### src/rtl/sub_seriale_if.sv
// Operand/result bundle for the bit-serial subtractor: the requester drives
// start/A/B and the subtractor returns D/Bout with busy/done status.
interface sub_seriale_if #(
    parameter int N = 4
);
    logic         start;
    logic [N-1:0] A;
    logic [N-1:0] B;
    logic [N-1:0] D;
    logic         Bout;
    logic         busy;
    logic         done;

    modport master (output start, A, B, input D, Bout, busy, done);
    modport slave  (input start, A, B, output D, Bout, busy, done);
endinterface

### src/rtl/sub_seriale.sv
// Bit-serial unsigned subtractor: computes (A - B) mod 2^N one bit per cycle,
// LSB first, reporting the final borrow and a one-cycle done pulse.
module sub_seriale #(
    parameter int N = 4
) (
    input  logic         clk,
    input  logic         rst,
    sub_seriale_if.slave bus
);
    localparam int CW = $clog2(N + 1);

    typedef enum logic [1:0] {IDLE, RUN, DONE} state_e;

    state_e        state_q, state_d;
    logic [N-1:0]  a_q, a_d;
    logic [N-1:0]  b_q, b_d;
    logic [N-1:0]  r_q, r_d;
    logic [N-1:0]  d_q, d_d;
    logic          borrow_q, borrow_d;
    logic          bout_q, bout_d;
    logic [CW-1:0] cnt_q, cnt_d;
    logic          diff_bit;
    logic          borrow_next;

    // One full-subtractor slice working on the current LSBs.
    assign diff_bit    = a_q[0] ^ b_q[0] ^ borrow_q;
    assign borrow_next = (~a_q[0] & b_q[0]) | (~(a_q[0] ^ b_q[0]) & borrow_q);

    always_ff @(posedge clk or posedge rst) begin
        if (rst) begin
            state_q  <= IDLE;
            a_q      <= '0;
            b_q      <= '0;
            r_q      <= '0;
            d_q      <= '0;
            borrow_q <= 1'b0;
            bout_q   <= 1'b0;
            cnt_q    <= '0;
        end else begin
            // NOTE: non-blocking assignments so every register samples pre-edge values.
            state_q  <= state_d;
            a_q      <= a_d;
            b_q      <= b_d;
            r_q      <= r_d;
            d_q      <= d_d;
            borrow_q <= borrow_d;
            bout_q   <= bout_d;
            cnt_q    <= cnt_d;
        end
    end

    always_comb begin
        // NOTE: every output gets a hold default first, so no path can infer a latch.
        state_d  = state_q;
        a_d      = a_q;
        b_d      = b_q;
        r_d      = r_q;
        d_d      = d_q;
        borrow_d = borrow_q;
        bout_d   = bout_q;
        cnt_d    = cnt_q;

        unique case (state_q)
            IDLE: begin
                if (bus.start) begin
                    a_d      = bus.A;
                    b_d      = bus.B;
                    borrow_d = 1'b0;
                    cnt_d    = '0;
                    state_d  = RUN;
                end
            end
            RUN: begin
                a_d      = a_q >> 1;
                b_d      = b_q >> 1;
                r_d      = {diff_bit, r_q[N-1:1]};
                borrow_d = borrow_next;
                cnt_d    = cnt_q + CW'(1);
                // Last bit: publish the completed result on this same edge.
                if (cnt_q == CW'(N - 1)) begin
                    d_d     = {diff_bit, r_q[N-1:1]};
                    bout_d  = borrow_next;
                    state_d = DONE;
                end
            end
            DONE:    state_d = IDLE;
            default: state_d = IDLE;
        endcase
    end

    assign bus.D    = d_q;
    assign bus.Bout = bout_q;
    assign bus.busy = (state_q == RUN);
    assign bus.done = (state_q == DONE);
endmodule

### src/flat_wrapper.sv
// flat-port wrapper written by rule: the top's interface ports become plain ports
module sub_seriale_flat 
#(
    parameter int N = 4
)
  (clk, rst, bus_start, bus_A, bus_B, bus_D, bus_Bout, bus_busy, bus_done);
  sub_seriale_if #(.N(N)) bus_i ();
  input  logic clk;
  input  logic rst;
  input wire logic [$bits(bus_i.start)-1:0] bus_start;
  input wire logic [$bits(bus_i.A)-1:0] bus_A;
  input wire logic [$bits(bus_i.B)-1:0] bus_B;
  output wire logic [$bits(bus_i.D)-1:0] bus_D;
  output wire logic [$bits(bus_i.Bout)-1:0] bus_Bout;
  output wire logic [$bits(bus_i.busy)-1:0] bus_busy;
  output wire logic [$bits(bus_i.done)-1:0] bus_done;
  assign bus_i.start = bus_start;
  assign bus_i.A = bus_A;
  assign bus_i.B = bus_B;
  assign bus_D = bus_i.D;
  assign bus_Bout = bus_i.Bout;
  assign bus_busy = bus_i.busy;
  assign bus_done = bus_i.done;
  sub_seriale #(.N(N)) u_core (.clk(clk), .rst(rst), .bus(bus_i));
endmodule
### config.mk
export PLATFORM = sky130hd
export DESIGN_NAME = sub_seriale_flat
export DESIGN_NICKNAME = d
export VERILOG_FILES = /design/src/rtl/sub_seriale_if.sv /design/src/rtl/sub_seriale.sv /design/src/flat_wrapper.sv
export SDC_FILE = /design/constraint.sdc
export NUM_CORES = 1
export LEC_CHECK = 0
export CAP_MARGIN = 40
export CORE_MARGIN = 8
export CORE_UTILIZATION = 50
export CTS_CLUSTER_DIAMETER = 40
export DETAILED_ROUTE_END_ITERATION = 7
export PLACE_DENSITY = 0.88
export RECOVER_POWER = 25
export SYNTH_ARGS = -nofsm -noshare
export SYNTH_HDL_FRONTEND = slang
export SYNTH_SLANG_ARGS = --single-unit
### constraint.sdc
create_clock -name clk -period 1.9 [get_ports clk]
set_input_delay 0.19 -clock clk [delete_from_list [all_inputs] [get_ports clk]]
set_output_delay 0.19 -clock clk [all_outputs]
set_load 0.05 [all_outputs]
==> impl_metrics.yaml <==
die:
  die_w_um: 60.0
  core_mm2: 0.00190
  ios: 18
  die_h_um: 60.0
  start_util_pct: 50.9
  die_area_mm2: 0.00360
  row_count: 16
worst_setup_path:
  reg2reg_from: "u_core.cnt_q[0]$_DFFE_PP0P_"
  r2r_slack_ns: 0.44
  critPathKind: "flip-flop to primary output"
  cp_slowest_cell: "dfrtp_1"
  timing.rr.end: "u_core.bus.D[2]$_DFFE_PP0P_"
  cp-end-kind: "primary output"
  worstPathArrival_ns: 1.53
  path_cells: "or2b_4, inv_2, buf_12"
  r2r_cells: 4
  required_ns: 1.71
  crit_path_max_fanout: 17
  cpPeakStageDelay_ns: 0.55
  startpoint_type: "flip-flop"
sta:
  setup_viol: 0
  rsz0062_at_grt: "no"
  hold_viol: 0
  tightest_slew_ns: 1.09
  finalMaxSlewViolations: 0
  relSlewSlack_pct: 27.6
  hold_ws_ns: 0.488
  skew_ns: 0.00570
  setup_tns_ns: 0
  fmax_mhz: 581
  fin_crit_ns: 1.72
  timing.final.crit_share_pct: 90.5
route:
  drt_iter0_markers: 14
  postRouteWirelength_mm: 1.88
  ant_nets: 0
  drc: 0
  wl_per_cell_um: 14.3
  first_pass_iters: 4
  vias: 687
  vias_per_cell: 5.20
grt:
  grt_max_degree: 23
  grt-ovfl-total: 0
  antenna_found_initial: 0
  grt_usage_pct: 12.7
  first_global_vias: 709
  grt_pass1_wl_mm: 3.41
yosys:
  synth_cells: 85
  syn_nets: 99
  ys_warn_count: 0
  netlist.area_leader.share_pct: 56.8
  synth.yosys.seq_area_share_pct: 56.8
  synth.most_common_cell: "dfrtp_1"
  yosys-top-cells-area: "dfrtp_1 (57%), nand2_1 (5.4%), mux2_2 (4.7%)"
  synth_edf_count: 0
  post_synth.cell_area_avg_um2: 11.4
  ys.flop_type: "dfrtp_1"
  synthTopCellsByCount: "dfrtp_1 (22), nand2_1 (14), inv_1 (6), o21ai_0 (5)"
  yosysUniqueCellTypes: 26
  synth-seq-cells: 22
  synth_top_area_cell: "dfrtp_1"
  async_flop_share_pct: 100
  syn-cell-area_um2: 968
power_and_ir_drop:
  p_leak_nw: 0.556
  max-vdd-ir-drop_mv: 0.700
  power_density_mw_per_mm2: 1770
layout:
  area_growth_pct: 24.7
  drive_gt1_share_pct: 12.4
  diodes: 0
  fill_cells: 153
  num-nets-final: 120
clock_tree:
  clkTransAtPathRegs_ns: 0.11
  clk_latency_ns: 0.30
  post-cts-setup-buffer-count: 0
  cts_hold_buffers: 0
  cts.repair.resized: 0
  clock_sinks: 22
  cts-buffers-inserted: 3
  cts_tree: "yes"
  htreeDepth: 1
  cts.path.max_buffers: 2
  cts-root-buf: "clkbuf_4"
outcome:
  status: "finished clean"
placed_design:
  gp_congestion: 0.775
  io_buffers: 17
  hpwl_mm: 1.42
job:
  drv_cap: 0
hold_path:
  hold_end: "u_core.b_q[3]$_DFFE_PP0P_"
  min_from: "bus_B[3]"
  min_path_type: "primary input to flip-flop"
  hold_depth: 2
[flip-flops by register name, summed over array words and instances (netlist names)]
name and flops:
u_core.a_q 4, u_core.b_q 4, u_core.borrow_q 1, u_core.bus.Bout 1
u_core.bus.D 4, u_core.cnt_q 3, u_core.r_q 3, u_core.state_q 2
[worst max-delay path, delay by kind of cell (launching register included)]
| kind | cells | cell delay, ns |
|---|---|---|
| flip-flops | 1 | 0.55 |
| AND/OR/NAND/NOR | 1 | 0.35 |
| buffers and inverters | 2 | 0.32 |
[report_power, final]
part / internal (mW) / switching, mW / leakage, nW / total [mW]
sequential: 0.678 / 0.150 / 0.274 / 0.828
clock: 0.117 / 0.132 / 0.0210 / 0.249
combinational: 0.452 / 0.604 / 0.261 / 1.06
[layout by cell type, fill, tap and decap left out, types with 2 or more instances in the layout]
cell type        instances
mux2_2                   4
o21ai_0                  5
nand2_1                 14
a211oi_1                 2
a22o_1                   3
inv_1                    6
dfrtp_1                 22
o22ai_1                  2
clkdlybuf4s50_1         14
a221o_1                  3
ha_1                     2
nor3b_1                  3
nand2b_1                 4
nor2_1                   2
clkbuf_4                 3
[final cells by class]
class                   count  area (µm²)  share of cell area (%)
repair buffers             18         181                    15.0
inverters                   7        26.3                    2.18
multi-input cells          54         379                    31.4
flip-flops and latches     22         551                    45.6
well taps                  27        33.8                    2.80
clock buffers               4        36.3                    3.01
[per-layer routing]
metal  wire [µm]  up-vias  part of all wire (%)  track usage [%]
met5           0        -                     0                0
met4          44        0                   2.3             8.50
met3          47        5                   2.5             1.29
met2         948       16                    50             20.9
met1         841      327                    45             15.3
li1            -      339                     -                -
[through the flow]
stage / worst slack [ns] / instances / util (%) / instance area [µm²] / power (mW)
2_1_floorplan: 0.392 / 85 / - / 968 / 1.56
3_3_place_gp: 0.477 / 128 / 61.8 / 1170 / 1.85
3_5_place_dp: 0.447 / 128 / 61.8 / 1170 / 1.89
4_1_cts: 0.183 / 132 / 63.7 / 1210 / 2.15
5_1_grt: 0.0720 / 132 / 63.5 / 1210 / 2.30
6_report: 0.180 / 132 / 63.5 / 1210 / 2.13
[worst max-delay path by stage]
stage                                  startpoint                           to  slack (ns)  depth (start not counted)
floorplan           u_core.state_q[1]$_DFFE_PP0P_                     bus_done        0.39                          2
global placement      u_core.cnt_q[0]$_DFFE_PP0P_  u_core.bus.D[0]$_DFFE_PP0P_        0.48                          4
detailed placement    u_core.cnt_q[0]$_DFFE_PP0P_  u_core.bus.D[3]$_DFFE_PP0P_        0.45                          4
CTS                 u_core.state_q[1]$_DFFE_PP0P_                     bus_busy        0.18                          3
global route        u_core.state_q[1]$_DFFE_PP0P_                     bus_busy        0.07                          3
finish              u_core.state_q[1]$_DFFE_PP0P_                     bus_busy        0.18                          3
[cell families after synthesis]
group / Yosys count / synth area share (%)
AOI/OAI and AO/OA: 19 / 14.3
adders and majority gates: 3 / 4.65
buffers and inverters: 9 / 4.00
DFF: 22 / 56.8
muxes: 4 / 4.65
and+or+nand+nor: 28 / 15.5
Power figures use the tool's default switching activity.
==> RTL change 1: new RTL, config.mk and constraints unchanged <==
Encoding of `state_e`: now one-hot (3 bits for 3 states).
--- a/src/rtl/sub_seriale.sv
+++ b/src/rtl/sub_seriale.sv
@@ -10,5 +10,5 @@
     localparam int CW = $clog2(N + 1);
 
-    typedef enum logic [1:0] {IDLE, RUN, DONE} state_e;
+    typedef enum logic [2:0] {IDLE = 3'b001, RUN = 3'b010, DONE = 3'b100} state_e;
 
     state_e        state_q, state_d;
Behaviour: same outputs for any inputs over 10 cycles, from zero or initial values and one cycle with rst high; not proved beyond that.
==> RTL change 1 against the unedited design <==
Core utilization rose by 0.50 points; combinational power fell by 23%; worst hold slack got worse by 0.018 ns; routed wire length fell by 1.6%; first-iteration DRC count decreased by 57%; critical path depth did not move; area after synthesis up 5.4%; sequential share of layout area up 0.93 points; final area increased by 2.9%; die area up 4.0%; sequential cell count is 1 higher; setup slack lost 0.068 ns; total power down 12%.
==> RTL change 1: results (changes against the unedited design) <==
[global_route]
grt_max_degree=24  ; +4.3%
grt_pass1_vias=789  ; +11%
grt_usage=0.115  ; -0.0121
grt_pass1_wl_mm=3.33  ; -2.4%

[setup_path]
regToRegSetupSlack_ns=0.36  ; -0.08 ns
crit_start=u_core.state_q[2]$_DFFE_PP0P_
crit_fanout=9  ; -8
reg2reg_to=u_core.bus.D[3]$_DFFE_PP0P_
crit_arrival_ns=1.60  ; +0.07 ns

[routing]
wl_met3_um=44  ; -6.4%
met1_length_um=838  ; -0.36%
wl_met2_um=954  ; +0.63%
first_pass_iters=3  ; -1
routed_wl_mm=1.85  ; -1.6%

[cells_and_area]
nFillCells=164  ; +7.2%
final_nets=125  ; +4.2%
drive_gt1_frac=0.155  ; +0.0307

[outcome]
outcome=finished, final reports clean

[yosys]
synth_seq_area_share=0.565  ; -0.00352
synth_nets=106  ; +7.1%
yosys.area_share.adder=0.0441  ; -0.00239
synth_mux_area_frac=0.0441  ; -0.00239
synthTopCellsByArea=dfrtp_1 (54%), o22ai_1 (4.9%), inv_1 (4.8%)
ys_top_cells_by_count=dfrtp_1 (22), inv_1 (13), nand2_1 (10)

[power]
leakagePower_nw=0.568  ; +2.1%

[min_path]
whs_path_depth=3  ; +1
whs_endpoint=u_core.b_q[1]$_DFFE_PP0P_

[place]
globalplace.congestion=0.729  ; -5.9%
dp_hpwl_mm=1.41  ; -0.72%

[sta]
skew_ns=0.00467  ; -0.00103 ns
whs_ns=0.471  ; -0.0178 ns
maxSlewHeadroom=0.229  ; -0.0476

[cts]
cts_root_buf=clkbuf_4
clk_pin_slew_ns=0.13  ; +0.02 ns
clkSinkCount=23  ; +4.5%

==> RTL change 1: changes by cell type after synthesis, sizes merged, moves of 4 or more <==
cell	delta
inv	+6
a21oi	+7
nand2	-4
o22ai	+6
==> RTL change 1: area by class of cell <==
type,instances,area share
clock buffers,3,0.0181
multi-input cells,50,0.288
well taps,27,0.0272
flip-flops and latches,23,0.465
inverters,13,0.0393
repair buffers,20,0.158
clock inverters,1,0.00403
==> RTL change 1: power breakdown <==
| part | leakage (nW) | total, mW | switching, mW | internal [mW] |
|---|---|---|---|---|
| clock | 0.0177 | 0.218 | 0.140 | 0.0782 |
| sequential | 0.265 | 0.844 | 0.146 | 0.698 |
| combinational | 0.286 | 0.811 | 0.450 | 0.360 |
| total | 0.568 | 1.87 | 0.737 | 1.14 |
==> RTL change 1: repair_timing <==
action | in CTS | in global routing
hold endpoints to repair | 0 | 0
resized for setup | 1 | 1
endpoints found under the setup margin | 1 | 1
==> RTL change 1: routing by layer <==
metal  track usage  vias to the layer above
met5             0                        -
li1              -                      348
met3        0.0271                        2
met2         0.206                        8
met1         0.133                      349
met4        0.0299                        0
==> RTL change 1: worst max-delay path, stage by stage (launching register included) <==
cell     delay [ns]
dfrtp_1        0.46
or3b_4         0.46
inv_1          0.21
buf_12         0.17
==> RTL change 1: per-stage QoR <==
| stage | setup WS [ns] | cell area [sq um] | utilization | std cells | total power [mW] |
|---|---|---|---|---|---|
| after floorplan | 0.0785 | 1020 | - | 92 | 1.44 |
| after global placement | 0.345 | 1210 | 0.626 | 133 | 1.62 |
| after detailed placement | 0.339 | 1210 | 0.626 | 133 | 1.66 |
| after CTS | 0.0778 | 1240 | 0.641 | 137 | 1.88 |
| after global routing | 0.0335 | 1240 | 0.640 | 137 | 2.02 |
| final | 0.112 | 1240 | 0.640 | 137 | 1.87 |
==> RTL change 2: new RTL, same settings <==
Without the edit above. `N` is set to 4 in 3 places; all go to 8.
--- a/src/rtl/sub_seriale_if.sv
+++ b/src/rtl/sub_seriale_if.sv
@@ -2,5 +2,5 @@
 // start/A/B and the subtractor returns D/Bout with busy/done status.
 interface sub_seriale_if #(
-    parameter int N = 4
+    parameter int N = 8
 );
     logic         start;
--- a/src/rtl/sub_seriale.sv
+++ b/src/rtl/sub_seriale.sv
@@ -2,5 +2,5 @@
 // LSB first, reporting the final borrow and a one-cycle done pulse.
 module sub_seriale #(
-    parameter int N = 4
+    parameter int N = 8
 ) (
     input  logic         clk,
--- a/src/flat_wrapper.sv
+++ b/src/flat_wrapper.sv
@@ -2,5 +2,5 @@
 module sub_seriale_flat 
 #(
-    parameter int N = 4
+    parameter int N = 8
 )
   (clk, rst, bus_start, bus_A, bus_B, bus_D, bus_Bout, bus_busy, bus_done);
Interface: changed (resized bus_A, bus_B and bus_D); port bits go from 18 to 30. No check against the original RTL was run, so the function may have changed too.
==> RTL change 2 against the unedited design <==
Area after synthesis up 69%; setup slack improved by 0.0073 ns; sequential cell count rose by 17; routed wire length increased by 78%; core utilization is 3.5 points higher; final area increased by 71%; sequential share of layout area is 1.7 points higher; clock skew is 0.0019 ns higher; total power is 48% higher; final cell count up 73%; largest power group unchanged.
==> RTL change 2: results (changes against the unedited design) <==
[yosys]
ys_types=25  ; -3.8%
synth_mux_area_frac=0.0679  ; +0.0214
yosys.area_share.adder=0.0198  ; -0.0267
synthCells=150  ; +76%
synth_compound_area_frac=0.150  ; +0.00621
synthTopCellsByArea=dfrtp_1 (60%), nand2_1 (8.5%), a22oi_1 (5.5%)
ys_top_cells_by_count=dfrtp_1 (39), nand2_1 (37), o21ai_0 (14)

[global_route]
grt_max_degree=40  ; +74%
grt_pass1_wl_mm=5.78  ; +69%
grt_usage=0.139  ; +0.0119

[setup_path]
endpoint=bus_D[6]
crit_fanout=2  ; -15
cp_top_family=buffers and inverters
crit_start=u_core.bus.D[6]$_DFFE_PP0P_
reg2reg_to=u_core.bus.D[4]$_DFFE_PP0P_
regToRegSetupSlack_ns=0.25  ; -0.19 ns

[routing]
num_vias=1255  ; +83%
avgRoutedWirePerCell_um=14.6  ; +2.4%

[cells_and_area]
final_nets=205  ; +71%

[outcome]
outcome=finished, final reports clean

[min_path]
whs_endpoint=u_core.a_q[7]$_DFFE_PP0P_
worstHoldStart=bus_A[7]

[place]
dp_hpwl_mm=2.51  ; +76%
post-place-ws_ns=0.253  ; -0.194 ns
dpl_cell_area_sq_um=2020  ; +72%

[cts]
insertion_delay_ns=0.34  ; +0.04 ns
ctsHtreeMaxLevel=2  ; +1
cts-buffers-inserted=5  ; +2

[sta]
whs_ns=0.462  ; -0.0267 ns
maxSlewHeadroom=0.379  ; +0.103
skew_ns=0.00762  ; +0.00192 ns
post-route-min-period_ns=1.71  ; -0.00732 ns

[power]
leakagePower_nw=0.932  ; +68%
vdd_ir_drop_max_mv=0.719  ; +2.7%

RTL change 2: area by class of cell:
cell class                      instances  area share
Clock buffer                            7      0.0218
Clock inverter                          1     0.00243
Inverter                                6      0.0109
Multi-Input combinational cell         97       0.294
Sequential cell                        39       0.473
Tap cell                               44      0.0267
Timing Repair Buffer                   35       0.171
RTL change 2: where the power goes:
group	internal, mW	switching [mW]	total, mW
logic	0.565	0.833	1.40
clock network	0.144	0.248	0.393
registers	1.16	0.217	1.37
RTL change 2: routing by layer:
metal | global-route usage | up-vias | routed length [um]
li1 | - | 589 | -
met1 | 0.147 | 628 | 1290
met2 | 0.242 | 31 | 1770
met3 | 0.0599 | 7 | 238
met4 | 0.0467 | 0 | 45
met5 | 0 | - | 0
